===== src/rtl/axi_lite_pkg.sv =====
// Shared definitions for the TIMER AXI4-Lite responder: response codes,
// register offsets, CTRL/STATUS bit positions and the byte-strobe merge helper.
package axi_lite_pkg;

  localparam logic [1:0] RESP_OKAY   = 2'b00;
  localparam logic [1:0] RESP_SLVERR = 2'b10;

  localparam logic [11:0] TMR_CTRL     = 12'h000;
  localparam logic [11:0] TMR_LOAD     = 12'h004;
  localparam logic [11:0] TMR_COUNT    = 12'h008;
  localparam logic [11:0] TMR_STATUS   = 12'h00C;
  localparam logic [11:0] TMR_PRESCALE = 12'h010;

  localparam int CTRL_EN          = 0;
  localparam int CTRL_AUTO_RELOAD = 1;
  localparam int CTRL_IE          = 2;
  localparam int STATUS_IRQ       = 0;

  typedef enum logic [2:0] {
    SEL_CTRL,
    SEL_LOAD,
    SEL_COUNT,
    SEL_STATUS,
    SEL_PRESCALE,
    SEL_NONE
  } reg_sel_e;

  // Byte-lane merge: lanes with a strobe take the new data, others keep the old value
  function automatic logic [31:0] apply_wstrb(input logic [31:0] old_val,
                                              input logic [31:0] new_val,
                                              input logic [3:0]  strb);
    logic [31:0] res;
    res = old_val;
    for (int b = 0; b < 4; b++) begin
      if (strb[b]) res[8*b +: 8] = new_val[8*b +: 8];
    end
    return res;
  endfunction

endpackage


===== src/rtl/axi_lite_timer_slave_core.sv =====
// timer_core: prescaler, down-counter, auto-reload and IRQ-set event generation.
// Optional prescaler is built only when TIMER_PRESCALER_EN is defined; otherwise
// the counter ticks every cycle while enabled.
module timer_core #(
  parameter int CNT_W = 32
`ifdef TIMER_PRESCALER_EN
  , parameter int PRE_W = 16
`endif
) (
  input  logic             clk,
  input  logic             reset,
  input  logic             en,
  input  logic             auto_reload,
  input  logic [CNT_W-1:0] load_q,
  input  logic             load_wr,
  input  logic [CNT_W-1:0] load_wdata,
`ifdef TIMER_PRESCALER_EN
  input  logic             restart,
  input  logic [PRE_W-1:0] prescale,
`endif
  output logic [CNT_W-1:0] count,
  output logic             irq_set,
  output logic             en_clr
);

  logic tick;

`ifdef TIMER_PRESCALER_EN
  logic [PRE_W-1:0] pre_cnt;

  // >= rather than == so that lowering PRESCALE below the running count cannot stall the tick
  assign tick = en & (pre_cnt >= prescale);

  // Prescaler divides by PRESCALE+1; LOAD writes and EN rising restart the period
  always_ff @(posedge clk or posedge reset) begin
    if (reset) begin
      pre_cnt <= '0;
    end else if (load_wr | restart) begin
      pre_cnt <= '0;
    end else if (en) begin
      pre_cnt <= tick ? '0 : pre_cnt + 1'b1;
    end
  end
`else
  assign tick = en;
`endif

  // Underflow is a tick that finds the counter already at zero
  assign irq_set = tick & (count == '0);
  assign en_clr  = irq_set & ~auto_reload;

  // Down-counter; a LOAD write overrides a coincident tick
  always_ff @(posedge clk or posedge reset) begin
    if (reset) begin
      count <= '0;
    end else if (load_wr) begin
      count <= load_wdata;
    end else if (tick) begin
      if (count == '0) begin
        if (auto_reload) count <= load_q;
      end else begin
        count <= count - 1'b1;
      end
    end
  end

endmodule


===== src/rtl/axi_lite_timer_slave.sv =====
// AXI4-Lite responder for the TIMER window: bus handshakes, address decode and
// register writes; counting is delegated to timer_core.
// Optional PRESCALE register at 0x10 is enabled by defining TIMER_PRESCALER_EN.
module axi_lite_timer_slave
  import axi_lite_pkg::*;
#(
  parameter int ADDR_W = 12,
  parameter int CNT_W  = 32,
  parameter int PRE_W  = 16
) (
  input  logic              clk,
  input  logic              reset,
  input  logic [ADDR_W-1:0] s_awaddr,
  input  logic              s_awvalid,
  output logic              s_awready,
  input  logic [31:0]       s_wdata,
  input  logic [3:0]        s_wstrb,
  input  logic              s_wvalid,
  output logic              s_wready,
  output logic [1:0]        s_bresp,
  output logic              s_bvalid,
  input  logic              s_bready,
  input  logic [ADDR_W-1:0] s_araddr,
  input  logic              s_arvalid,
  output logic              s_arready,
  output logic [31:0]       s_rdata,
  output logic [1:0]        s_rresp,
  output logic              s_rvalid,
  input  logic              s_rready,
  output logic              irq
);

  if (CNT_W < 1 || CNT_W > 32 || PRE_W < 1 || PRE_W > 32 || ADDR_W < 5) begin : g_bad_params
    $error("axi_lite_timer_slave: parameter out of range");
  end

  logic              alive;
  logic              aw_held, w_held;
  logic [ADDR_W-1:0] aw_addr_q;
  logic [31:0]       wdata_q;
  logic [3:0]        wstrb_q;
  logic [2:0]        ctrl_q;
  logic [CNT_W-1:0]  load_q;
  logic [CNT_W-1:0]  count;
  logic              irq_q;
  logic              irq_set, en_clr;
  logic              commit, ctrl_wr, load_wr, status_clr;
  logic [31:0]       wr_merged;
  reg_sel_e          wsel, rsel;
`ifdef TIMER_PRESCALER_EN
  logic [PRE_W-1:0]  pre_q;
  logic              pre_wr, en_rise;
`endif

  function automatic reg_sel_e decode(input logic [ADDR_W-1:0] a);
    logic [ADDR_W-1:0] w;
    w = {a[ADDR_W-1:2], 2'b00};
    if (w == ADDR_W'(TMR_CTRL))     return SEL_CTRL;
    if (w == ADDR_W'(TMR_LOAD))     return SEL_LOAD;
    if (w == ADDR_W'(TMR_COUNT))    return SEL_COUNT;
    if (w == ADDR_W'(TMR_STATUS))   return SEL_STATUS;
`ifdef TIMER_PRESCALER_EN
    if (w == ADDR_W'(TMR_PRESCALE)) return SEL_PRESCALE;
`endif
    return SEL_NONE;
  endfunction

  function automatic logic [31:0] read_reg(input reg_sel_e sel);
    logic [31:0] v;
    v = '0;
    case (sel)
      SEL_CTRL:     v[2:0]        = ctrl_q;
      SEL_LOAD:     v[CNT_W-1:0]  = load_q;
      SEL_COUNT:    v[CNT_W-1:0]  = count;
      SEL_STATUS:   v[STATUS_IRQ] = irq_q;
`ifdef TIMER_PRESCALER_EN
      SEL_PRESCALE: v[PRE_W-1:0]  = pre_q;
`endif
      default:      v             = '0;
    endcase
    return v;
  endfunction

  assign s_awready = alive & ~aw_held & ~s_bvalid;
  assign s_wready  = alive & ~w_held & ~s_bvalid;
  assign s_arready = alive & ~s_rvalid;
  assign irq       = irq_q & ctrl_q[CTRL_IE];

  assign commit     = aw_held & w_held;
  assign wsel       = decode(aw_addr_q);
  assign rsel       = decode(s_araddr);
  assign wr_merged  = apply_wstrb(read_reg(wsel), wdata_q, wstrb_q);
  assign ctrl_wr    = commit & (wsel == SEL_CTRL);
  // An all-zero strobe must not reload COUNT or restart the prescaler
  assign load_wr    = commit & (wsel == SEL_LOAD) & (|wstrb_q);
  assign status_clr = commit & (wsel == SEL_STATUS) & wstrb_q[0] & wdata_q[STATUS_IRQ];
`ifdef TIMER_PRESCALER_EN
  assign pre_wr     = commit & (wsel == SEL_PRESCALE);
  assign en_rise    = ctrl_wr & wr_merged[CTRL_EN] & ~ctrl_q[CTRL_EN];
`endif

  // Ready gating, write holding flags and the B channel
  always_ff @(posedge clk or posedge reset) begin
    if (reset) begin
      alive    <= 1'b0;
      aw_held  <= 1'b0;
      w_held   <= 1'b0;
      s_bvalid <= 1'b0;
      s_bresp  <= RESP_OKAY;
    end else begin
      alive <= 1'b1;
      if (commit) begin
        aw_held  <= 1'b0;
        w_held   <= 1'b0;
        s_bvalid <= 1'b1;
        s_bresp  <= (wsel == SEL_NONE) ? RESP_SLVERR : RESP_OKAY;
      end else begin
        if (s_awvalid & s_awready) aw_held <= 1'b1;
        if (s_wvalid & s_wready)   w_held  <= 1'b1;
        if (s_bvalid & s_bready)   s_bvalid <= 1'b0;
      end
    end
  end

  // Address/data holding registers; only meaningful while the matching held flag is set
  always_ff @(posedge clk) begin
    if (s_awvalid & s_awready) aw_addr_q <= s_awaddr;
    if (s_wvalid & s_wready) begin
      wdata_q <= s_wdata;
      wstrb_q <= s_wstrb;
    end
  end

  // R channel: data captured at the AR handshake, held until the master accepts it
  always_ff @(posedge clk or posedge reset) begin
    if (reset) begin
      s_rvalid <= 1'b0;
      s_rdata  <= '0;
      s_rresp  <= RESP_OKAY;
    end else if (s_arvalid & s_arready) begin
      s_rvalid <= 1'b1;
      s_rdata  <= read_reg(rsel);
      s_rresp  <= (rsel == SEL_NONE) ? RESP_SLVERR : RESP_OKAY;
    end else if (s_rvalid & s_rready) begin
      s_rvalid <= 1'b0;
    end
  end

  // Software-visible registers; hardware IRQ set beats a coincident W1C
  always_ff @(posedge clk or posedge reset) begin
    if (reset) begin
      ctrl_q <= '0;
      load_q <= '0;
      irq_q  <= 1'b0;
    end else begin
      if (ctrl_wr)     ctrl_q <= wr_merged[2:0];
      else if (en_clr) ctrl_q[CTRL_EN] <= 1'b0;
      if (load_wr)     load_q <= wr_merged[CNT_W-1:0];
      if (irq_set)     irq_q <= 1'b1;
      else if (status_clr) irq_q <= 1'b0;
    end
  end

`ifdef TIMER_PRESCALER_EN
  // PRESCALE register
  always_ff @(posedge clk or posedge reset) begin
    if (reset)       pre_q <= '0;
    else if (pre_wr) pre_q <= wr_merged[PRE_W-1:0];
  end
`endif

  timer_core #(
    .CNT_W(CNT_W)
`ifdef TIMER_PRESCALER_EN
    , .PRE_W(PRE_W)
`endif
  ) u_core (
    .clk         (clk),
    .reset       (reset),
    .en          (ctrl_q[CTRL_EN]),
    .auto_reload (ctrl_q[CTRL_AUTO_RELOAD]),
    .load_q      (load_q),
    .load_wr     (load_wr),
    .load_wdata  (wr_merged[CNT_W-1:0]),
`ifdef TIMER_PRESCALER_EN
    .restart     (en_rise),
    .prescale    (pre_q),
`endif
    .count       (count),
    .irq_set     (irq_set),
    .en_clr      (en_clr)
  );

endmodule


===== config.mk =====
export PLATFORM = sky130hd
export DESIGN_NAME = axi_lite_timer_slave
export DESIGN_NICKNAME = d
export VERILOG_FILES = /design/src/rtl/axi_lite_pkg.sv /design/src/rtl/axi_lite_timer_slave_core.sv /design/src/rtl/axi_lite_timer_slave.sv
export SDC_FILE = /design/constraint.sdc
export NUM_CORES = 1
export LEC_CHECK = 0
export ABC_AREA = 1
export CAP_MARGIN = 5
export CORE_MARGIN = 2
export CORE_UTILIZATION = 45
export DETAILED_ROUTE_END_ITERATION = 7
export PLACE_DENSITY = 0.7
export SETUP_SLACK_MARGIN = 0.3
export SLEW_MARGIN = 20
export SYNTH_ARGS = -nofsm -noshare
export SYNTH_HDL_FRONTEND = slang
export SYNTH_SLANG_ARGS = --single-unit

===== constraint.sdc =====
create_clock -name clk -period 3.42 [get_ports clk]
set_clock_uncertainty 0.1 [all_clocks]
set_input_delay 0.684 -clock clk [delete_from_list [all_inputs] [get_ports clk]]
set_output_delay 0.684 -clock clk [all_outputs]
set_load 0.02 [all_outputs]

Yosys cells after proc, flatten, opt, wreduce, memory -nomap -nowiden
Cells that the tools add are included.

word-level totals
  register bits = 157
  output and inout bits = 42
  logic and storage cells = 135

operators by class
  add/sub/neg operators = 1
  equality and inequality tests = 15
  multiplexer cells = 64
  bitwise logic cells = 25
  reduce and logical (&&, ||, !) cells = 14

operators by type and width
  kind                   number
  $mux 32                4
  $pmux 29 s2            2
  $mux 3                 16
  $eq 10x2->1 const B    4
  $logic_not 32->1       1
  $mux 1                 32
  $mux 8                 4
  $sub 32x1->32 const B  1
  $and 1x1->1            20
  $eq 10x1->1 const B    2
  $logic_not 10->1       2
  $reduce_bool 2->1      7
  $eq 3x2->1 const B     4
  $pmux 2 s3             2
  $pmux 1 s4             2
  $eq 3x1->1 const B     2
  $eq 3x3->1 const B     2
  $logic_not 3->1        2
  $not 1->1              5
  $mux 2                 2
  $reduce_or 4->1        1
  $ne 3x3->1 const B     1
  $reduce_and 2->1       1

Logic depth before layout (Yosys ltp)
Gate-level depths: netlist of the first run.

  depth after elaboration = 18
  mapped depth = 13

Hierarchy
A second synthesis of the first run with hierarchy kept.

unflattened totals
  cell total of the unflattened synthesis = 1245
  area, all modules = 9504.1 µm²

by module, submodules not included
  module                instances  cells an instance  area each (µm²)  seq. area each (µm²)
  axi_lite_timer_slave  1          707                6147.1           3258.1
  timer_core            1          538                3357.0           800.8

Worst setup path after synthesis of the first run
Ideal clock, no wire load.

  path kind = reg2reg
  start = register s_bvalid
  end = register wdata_q[0] (enable)
  arrival = 1.927 ns
  slack = 1.002 ns
  cell stages (with the launch flop) = 4
  path buffers = 0
  clock period less this slack = 2.418 ns
  cell sequence = dfrtp_1 > nor3_1 > nand2_1 > inv_1

on the way
  cells in the longest elaborated chain, start to end = 3

RTL lines
  what                    RTL line                     source
  from (decl)             axi_lite_timer_slave.sv:21   output logic s_bvalid,
  from (signal assigned)  axi_lite_timer_slave.sv:108  s_bvalid <= 1'b0;
  from (signal assigned)  axi_lite_timer_slave.sv:115  s_bvalid <= 1'b1;
  from (signal assigned)  axi_lite_timer_slave.sv:120  if (s_bvalid & s_bready) s_bvalid <= 1'b0;
  $not 1->1               axi_lite_timer_slave.sv:85   assign s_wready = alive & ~w_held & ~s_bvalid;
  $and 1x1->1             axi_lite_timer_slave.sv:85
  net s_wready            axi_lite_timer_slave.sv:19   output logic s_wready,
  $and 1x1->1             axi_lite_timer_slave.sv:128  if (s_wvalid & s_wready) begin
  to (signal assigned)    axi_lite_timer_slave.sv:129  wdata_q <= s_wdata;
  to (decl)               axi_lite_timer_slave.sv:40   logic [31:0] wdata_q;

The timed path passes the listed nets, and every way through them passes these cells.
A chain may end at the register's enable or synchronous reset.

Worst setup path in the final report of the first run
  start = register s_bvalid
  end = output s_awready

on the way
  cells in the longest elaborated chain, start to end = 2

RTL lines
  what         RTL line                    source
  $not 1->1    axi_lite_timer_slave.sv:84  assign s_awready = alive & ~aw_held & ~s_bvalid;
  $and 1x1->1  axi_lite_timer_slave.sv:84
  to (decl)    axi_lite_timer_slave.sv:15  output logic s_awready,

No other way between the ends.

==> metrics.log, run 1 <==
[metrics] count of fill cells added during filler insertion: 1767
[metrics] share of the clock period used by the worst path after layout: 75.8%
[metrics] antenna viol nets, final: 0
[metrics] RePlAce Congestion: 0.941
[metrics] CTS tree: built
[metrics] Worst Path Class, Setup: reg2out
[metrics] number of sinks on the clock net: 153
[metrics] share of the yosys chip area belonging to registers: 47.4%
[metrics] std cell rows: 50
[metrics] clock-pin slew on the worst setup and hold paths: 0.06 ns
[metrics] commonest cells after routing, fill and taps aside: sky130_fd_sc_hd__nand2_1, sky130_fd_sc_hd__nor2_1, sky130_fd_sc_hd__nand3_1
[metrics] worst voltage drop across the vdd grid: 0.288 mV
[metrics] die area: 0.0201 mm²
[metrics] max frequency: 386 MHz
[metrics] most frequent standard cell in the layout excluding fill and tap cells: sky130_fd_sc_hd__nand2_1
[metrics] final setup violation count: 0
[metrics] clock buffer count from CTS: 17
[metrics] clock latency reported for the late side of the worst-skew pair: 0.43 ns
[metrics] violation count after the first detailed-routing iteration: 733
[metrics] kind of start point of the critical path: flop
[metrics] classification of the worst-slack hold path: reg2reg
[metrics] count of unresolved DRC violations after routing: 0
[metrics] via count of the routed design: 8094
[metrics] sum of net half-perimeters after detailed placement: 17200 µm
[metrics] wire length per cell: 16.4 µm
[metrics] status: complete, no violations
[metrics] number of flip-flops and latches in the synthesized netlist: 153
[metrics] unrepaired setup endpoints after global routing: false
[metrics] most instantiated flip-flop cell in the synthesis netlist: sky130_fd_sc_hd__dfrtp_1
[metrics] EDFF count, synth: 46
[metrics] root buffer cell: sky130_fd_sc_hd__clkbuf_16
[metrics] max-cap viol count: 0
[metrics] synthesized instance count: 1166
[metrics] cell area power density: 416 mW/mm²
[metrics] vias in the first global route: 7707
[metrics] clock tree buffer depth: 2
[metrics] die extent in x: 142 µm
[metrics] Final TNS setup: 0 ns
[metrics] antenna cells: 0
[metrics] maximum number of pins on one net before global-route repair: 45
[metrics] Arrival @ worst endpoint: 1.81 ns
[metrics] Layout Area Growth over Synthesis: 21.7%
[metrics] count of TritonRoute iterations in the first routing pass: 6
[metrics] Leakage: 4.99 nW
[metrics] number of input and output port buffers inserted: 102
[metrics] vias per inst: 5.36
[metrics] starting utilization of the core area: 45.8%
[metrics] required time worst endpoint: 2.64 ns
[metrics] share of synthesized registers carrying an async set or reset: 69.9%
[metrics] cell area reported after detailed placement: 0.00986 mm²
[metrics] htree depth: 4
[metrics] Synth area leader: sky130_fd_sc_hd__dfrtp_1
[metrics] post-cts sizing count: 0
[metrics] first-pass GRT wire length: 40100 µm
[metrics] post-route cell area: 0.0104 mm²
[metrics] leading post-synthesis cells by cell area: sky130_fd_sc_hd__dfrtp_1, sky130_fd_sc_hd__nand2_1, sky130_fd_sc_hd__edfxtp_1
[metrics] top-level port count: 109
[metrics] Finished Core Util: 55.7%
[metrics] total global routing overflow: 0
[metrics] Crit Path Max Fanout: 4
[metrics] number of distinct standard cells referenced by the synthesized netlist: 36
[metrics] share of cells above drive strength 1: 7.69%
[metrics] share of Yosys cell area claimed by the top area cell type: 31.3%
[metrics] final count of pins violating max slew: 0
[metrics] total count of hold-check failures in the final report: 0
[metrics] number of buffers added for setup after CTS: 0
[metrics] Yosys warning total: 0
[metrics] average instance area after synthesis: 7.34 µm²
[metrics] area of the mapped netlist: 0.00856 mm²
[metrics] worst slew margin relative to its limit: 45.1%
[metrics] GRT Total Usage: 25.6%
[metrics] antenna violations before repair: 0
[metrics] Final nets: 1331
[metrics] post-detailed-routing wire length: 24700 µm
[metrics] number of buffers inserted for hold repair after clock tree synthesis: 0
[metrics] type of element capturing the critical path: output port
[metrics] crit path time final: 2.59 ns
[metrics] Min Hold Slack: 0.375 ns
[metrics] core area: 0.0187 mm²
[metrics] Die Y-Extent: 142 µm
[metrics] pre-CTS WS: 0.972 ns
[metrics] min setup slack post-route: 0.827 ns
[metrics] slew at the pin closest to its max-slew limit: 0.822 ns
-- power breakdown --
group	internal, W	leakage [nW]	switching [W]
combinational	0.000191	2.83	0.000307
clock	0.00100	0.254	0.000798
sequential	0.00200	1.90	0.0000387
total	0.00319	4.99	0.00114
-- synthesized netlist by cell type, types with 2 or more instances --
cell                       instances
sky130_fd_sc_hd__ha_1              2
sky130_fd_sc_hd__nor2_4            2
sky130_fd_sc_hd__nor3_1            3
sky130_fd_sc_hd__dfrtp_1         107
sky130_fd_sc_hd__nand3_1         113
sky130_fd_sc_hd__a21oi_1          31
sky130_fd_sc_hd__or2_2            27
sky130_fd_sc_hd__nand4_1          24
sky130_fd_sc_hd__o221ai_1          2
sky130_fd_sc_hd__clkbuf_1         21
sky130_fd_sc_hd__buf_2            14
sky130_fd_sc_hd__edfxtp_1         46
sky130_fd_sc_hd__nand2_1         403
sky130_fd_sc_hd__nor2_1          147
sky130_fd_sc_hd__buf_1             3
sky130_fd_sc_hd__conb_1            2
sky130_fd_sc_hd__buf_4             6
sky130_fd_sc_hd__nor2_2            7
sky130_fd_sc_hd__o22ai_1          29
sky130_fd_sc_hd__o21ai_0          57
sky130_fd_sc_hd__nand2_4           2
sky130_fd_sc_hd__inv_1            95
sky130_fd_sc_hd__buf_6             3
sky130_fd_sc_hd__xor2_1            6
sky130_fd_sc_hd__inv_2             3
-- area by class of cell --
class	instances	area, µm²	share of cell area [%]
flip-flops and latches	153	4060	39.0
inverters	98	372	3.57
well taps	234	293	2.81
clock inverters	14	124	1.19
clock buffers	18	429	4.12
multi-input cells	869	3900	37.4
repair buffers	123	1240	11.9
-- flip-flops by register name (all words and copies together), names as in the netlist, 3 cells and up --
signal / count
wstrb_q: 4
aw_addr_q: 10
load_q: 32
ctrl_q: 3
u_core.count: 32
wdata_q: 32
s_rdata: 32
-- routing by layer --
layer,wire (µm),global-route usage [%],vias up
li1,-,-,3972
met1,11100,35.6,3723
met2,10900,39.1,352
met3,2090,6.61,47
met4,580,8.79,0
met5,0,0,-
-- cells by family (layout without fill, tap and decap cells) --
kind of cell	after synthesis	after routing	share of synthesized area (%)
AO/OA/AOI/OAI	121	121	7.66
AND/OR/NAND/NOR	736	736	36.7
adder cells (fa/ha/maj)	2	2	0.292
other	2	3	0.0877
XOR/XNOR	7	7	0.716
flip-flops	153	153	47.4
buffers and inverters	145	253	7.09
-- stage by stage --
step | total power, W | std cells
floorplan | 0.00234 | 1167
global placement | 0.00256 | 1477
detailed placement | 0.00257 | 1477
CTS | 0.00437 | 1509
global route | 0.00450 | 1509
finish | 0.00433 | 1509
-- path summary, 6_finish.rpt --
path | slack [ns] | to | from | depth (start not counted)
max reg2reg | 0.96 | u_core.count[25] | aw_addr_q[3] | 7
min reg2reg | 0.37 | s_rdata[28] | s_rdata[28] | 2
max | 0.83 | s_awready | s_bvalid | 2
max in group asynchronous | 1.90 | u_core.count[3] | reset | 3
min in group asynchronous | 0.65 | s_rdata[19] | reset | 2
min | 0.37 | s_rdata[28] | s_rdata[28] | 2
-- worst max-delay path: stages, from the launching register on --
cell and delay [ns]:
sky130_fd_sc_hd__dfrtp_1 0.41, sky130_fd_sc_hd__nor3_1 0.30, sky130_fd_sc_hd__clkdlybuf4s50_1 0.66
No activity file was read; power rests on OpenSTA's default activity.
==> inputs of run 2 (changes only) <==
clock period = 2.15 ns   (was 3.42 ns; I/O delays follow)
==> run 2 against run 1 <==
Compared with the run above: sequential share of layout area shrank 5.5 points; cell area grew 17%; via count grew 14%; clock power grew 64%; combinational power grew 84%; sequential power grew 60%; core utilization grew 9.3 points; hold slack lost 0.014 ns.
==> metrics.log, run 2 (synthesis results as in run 1) <==
[metrics] post-route cell area: 0.0122 mm²
[metrics] slew at the pin closest to its max-slew limit: 0.600 ns
[metrics] via count of the routed design: 9227
[metrics] share of cells above drive strength 1: 22.9%
[metrics] final count of pins violating max slew: 0
[metrics] count of unresolved DRC violations after routing: 0
[metrics] type of element capturing the critical path: flop
[metrics] clock latency reported for the late side of the worst-skew pair: 0.44 ns
[metrics] number of input and output port buffers inserted: 102
[metrics] vias in the first global route: 8433
[metrics] commonest cells after routing, fill and taps aside: sky130_fd_sc_hd__nand2_1, sky130_fd_sc_hd__nor2_1, sky130_fd_sc_hd__dfrtp_1
[metrics] cell area reported after detailed placement: 0.0103 mm²
[metrics] RePlAce Congestion: 1.06
[metrics] wire length per cell: 18.5 µm
[metrics] die area: 0.0201 mm²
[metrics] violation count after the first detailed-routing iteration: 1026
[metrics] Internal Power: 0.00519 W
[metrics] Die Y-Extent: 142 µm
[metrics] max frequency: 489 MHz
[metrics] root buffer cell: sky130_fd_sc_hd__clkbuf_16
[metrics] std cell rows: 50
[metrics] kind of start point of the critical path: flop
[metrics] Clock power frac: 41.4%
[metrics] clock-pin slew on the worst setup and hold paths: 0.06 ns
[metrics] total global routing overflow: 0
[metrics] antenna cells: 0
[metrics] status: complete, no violations
[metrics] count of TritonRoute iterations in the first routing pass: 8
[metrics] total count of hold-check failures in the final report: 0
[metrics] share of the clock period used by the worst path after layout: 95.1%
[metrics] antenna violations before repair: 0
[metrics] vias per inst: 5.69
[metrics] Leakage: 5.97 nW
[metrics] antenna viol nets, final: 0
[metrics] required time worst endpoint: 2.37 ns
[metrics] unrepaired setup endpoints after global routing: true
[metrics] post-detailed-routing wire length: 30000 µm
[metrics] part of the total power dissipated in combinational logic: 12.9%
[metrics] number of sinks on the clock net: 153
[metrics] Layout Area Growth over Synthesis: 42.0%
[metrics] min setup slack post-route: 0.105 ns
[metrics] most frequent standard cell in the layout excluding fill and tap cells: sky130_fd_sc_hd__nand2_1
[metrics] Worst Path Class, Setup: reg2reg
[metrics] classification of the worst-slack hold path: in2async
[metrics] Crit Path Max Fanout: 4
[metrics] Final nets: 1443
[metrics] first-pass GRT wire length: 44100 µm
[metrics] Min Hold Slack: 0.361 ns
[metrics] die extent in x: 142 µm
[metrics] count of fill cells added during filler insertion: 1523
[metrics] cell area power density: 586 mW/mm²
[metrics] net load switching power: 0.00193 W
[metrics] GRT Total Usage: 28.5%
[metrics] starting utilization of the core area: 45.8%
[metrics] pre-CTS WS: -0.0602 ns
[metrics] maximum number of pins on one net before global-route repair: 80
[metrics] Arrival @ worst endpoint: 2.26 ns
[metrics] worst slew margin relative to its limit: 59.9%
[metrics] crit path time final: 2.04 ns
[metrics] clock tree buffer depth: 2
[metrics] htree depth: 4
[metrics] CTS tree: built
[metrics] top-level port count: 109
[metrics] final setup violation count: 0
[metrics] Power Total: 0.00713 W
[metrics] core area: 0.0187 mm²
[metrics] clock buffer count from CTS: 17
[metrics] worst voltage drop across the vdd grid: 0.599 mV
[metrics] net switching share of the total power: 27.1%
[metrics] sum of net half-perimeters after detailed placement: 17900 µm
[metrics] Flop pwr share: 45.8%
[metrics] max-cap viol count: 0
-- run 2: cell count changes in the layout (fill, tap and decap cells not counted), moves of 12 or more --
cell                              before  now
sky130_fd_sc_hd__o21ai_0              57   44
sky130_fd_sc_hd__nand3_2               1   16
sky130_fd_sc_hd__buf_4                16   88
sky130_fd_sc_hd__clkdlybuf4s50_1     102   62
sky130_fd_sc_hd__nor2_1              147  117
sky130_fd_sc_hd__a21oi_1              31   19
sky130_fd_sc_hd__dlygate4sd2_1         0   36
sky130_fd_sc_hd__nand2_1             403  382
sky130_fd_sc_hd__nor2_2                7   21
sky130_fd_sc_hd__nand2_2               1   15
sky130_fd_sc_hd__nand3_1             113   93
sky130_fd_sc_hd__buf_6                 0   17
sky130_fd_sc_hd__nor2_4                2   18
-- run 2: through the flow --
stage	instances	utilization, %	setup TNS (ns)
CTS	1598	62.3	0
global placement	1531	55.3	0
global route	1621	65.0	0
detailed placement	1531	55.3	-0.0602
finish	1621	65.0	0
floorplan	1167	-	0
-- run 2: repair_timing --
| action | in CTS | in global routing |
|---|---|---|
| resized for setup | 155 | 81 |
| buffers inserted | 28 | 17 |
| endpoints found under the setup margin | 105 | 69 |
| gates cloned | 7 | 6 |
| pin swaps | 38 | 43 |
| hold buffers | 0 | 0 |
-- run 2: final timing paths --
check	from	end	slack, ns	depth (start not counted)
worst max-delay path	u_core.count[7]	u_core.count[29]	0.11	9
worst min-delay path	reset	s_rdata[26]	0.36	3
max in group asynchronous	reset	irq_q	1.17	3
worst max register to register	u_core.count[7]	u_core.count[29]	0.11	9
worst min register to register	s_rdata[16]	s_rdata[16]	0.37	2
min in group clk	s_rdata[16]	s_rdata[16]	0.37	2
-- run 2: critical path, cell delays in order (launching register included) --
cell                      delay (ns)
sky130_fd_sc_hd__dfrtp_1        0.40
sky130_fd_sc_hd__buf_4          0.16
sky130_fd_sc_hd__nor2_2         0.20
sky130_fd_sc_hd__nand2_1        0.16
sky130_fd_sc_hd__nor2_1         0.21
sky130_fd_sc_hd__nand2_1        0.19
sky130_fd_sc_hd__o21ai_0        0.24
sky130_fd_sc_hd__nand3_1        0.11
sky130_fd_sc_hd__nand2_1        0.08
sky130_fd_sc_hd__a21oi_1        0.07
-- run 2: power by group through the flow --
stage	Sequential, W	Clock (W)	Combinational [W]
detailed placement	0.00331	0	0.000831
finish	0.00326	0.00295	0.000918
global route	0.00327	0.00311	0.000989
floorplan	0.00331	0	0.000433
CTS	0.00326	0.00296	0.000848
global placement	0.00331	0	0.000820
-- run 2: area by class of cell --
cell class                      instances  area (µm²)  share of cell area [%]
Sequential cell                       153        4070                    33.5
Clock buffer                           19         454                    3.74
Clock inverter                         13         121                   0.999
Timing Repair Buffer                  235        2430                    20.0
Multi-Input combinational cell        869        4410                    36.3
Tap cell                              234         293                    2.41
Inverter                               98         378                    3.11
-- run 2: routing by layer --
metal	routed length [µm]	part of all wire (%)	GRT usage (%)
met1	11900	40	38.9
met2	13100	44	42.9
met3	3530	12	8.67
met4	1500	5.0	10.9
met5	0	0	0
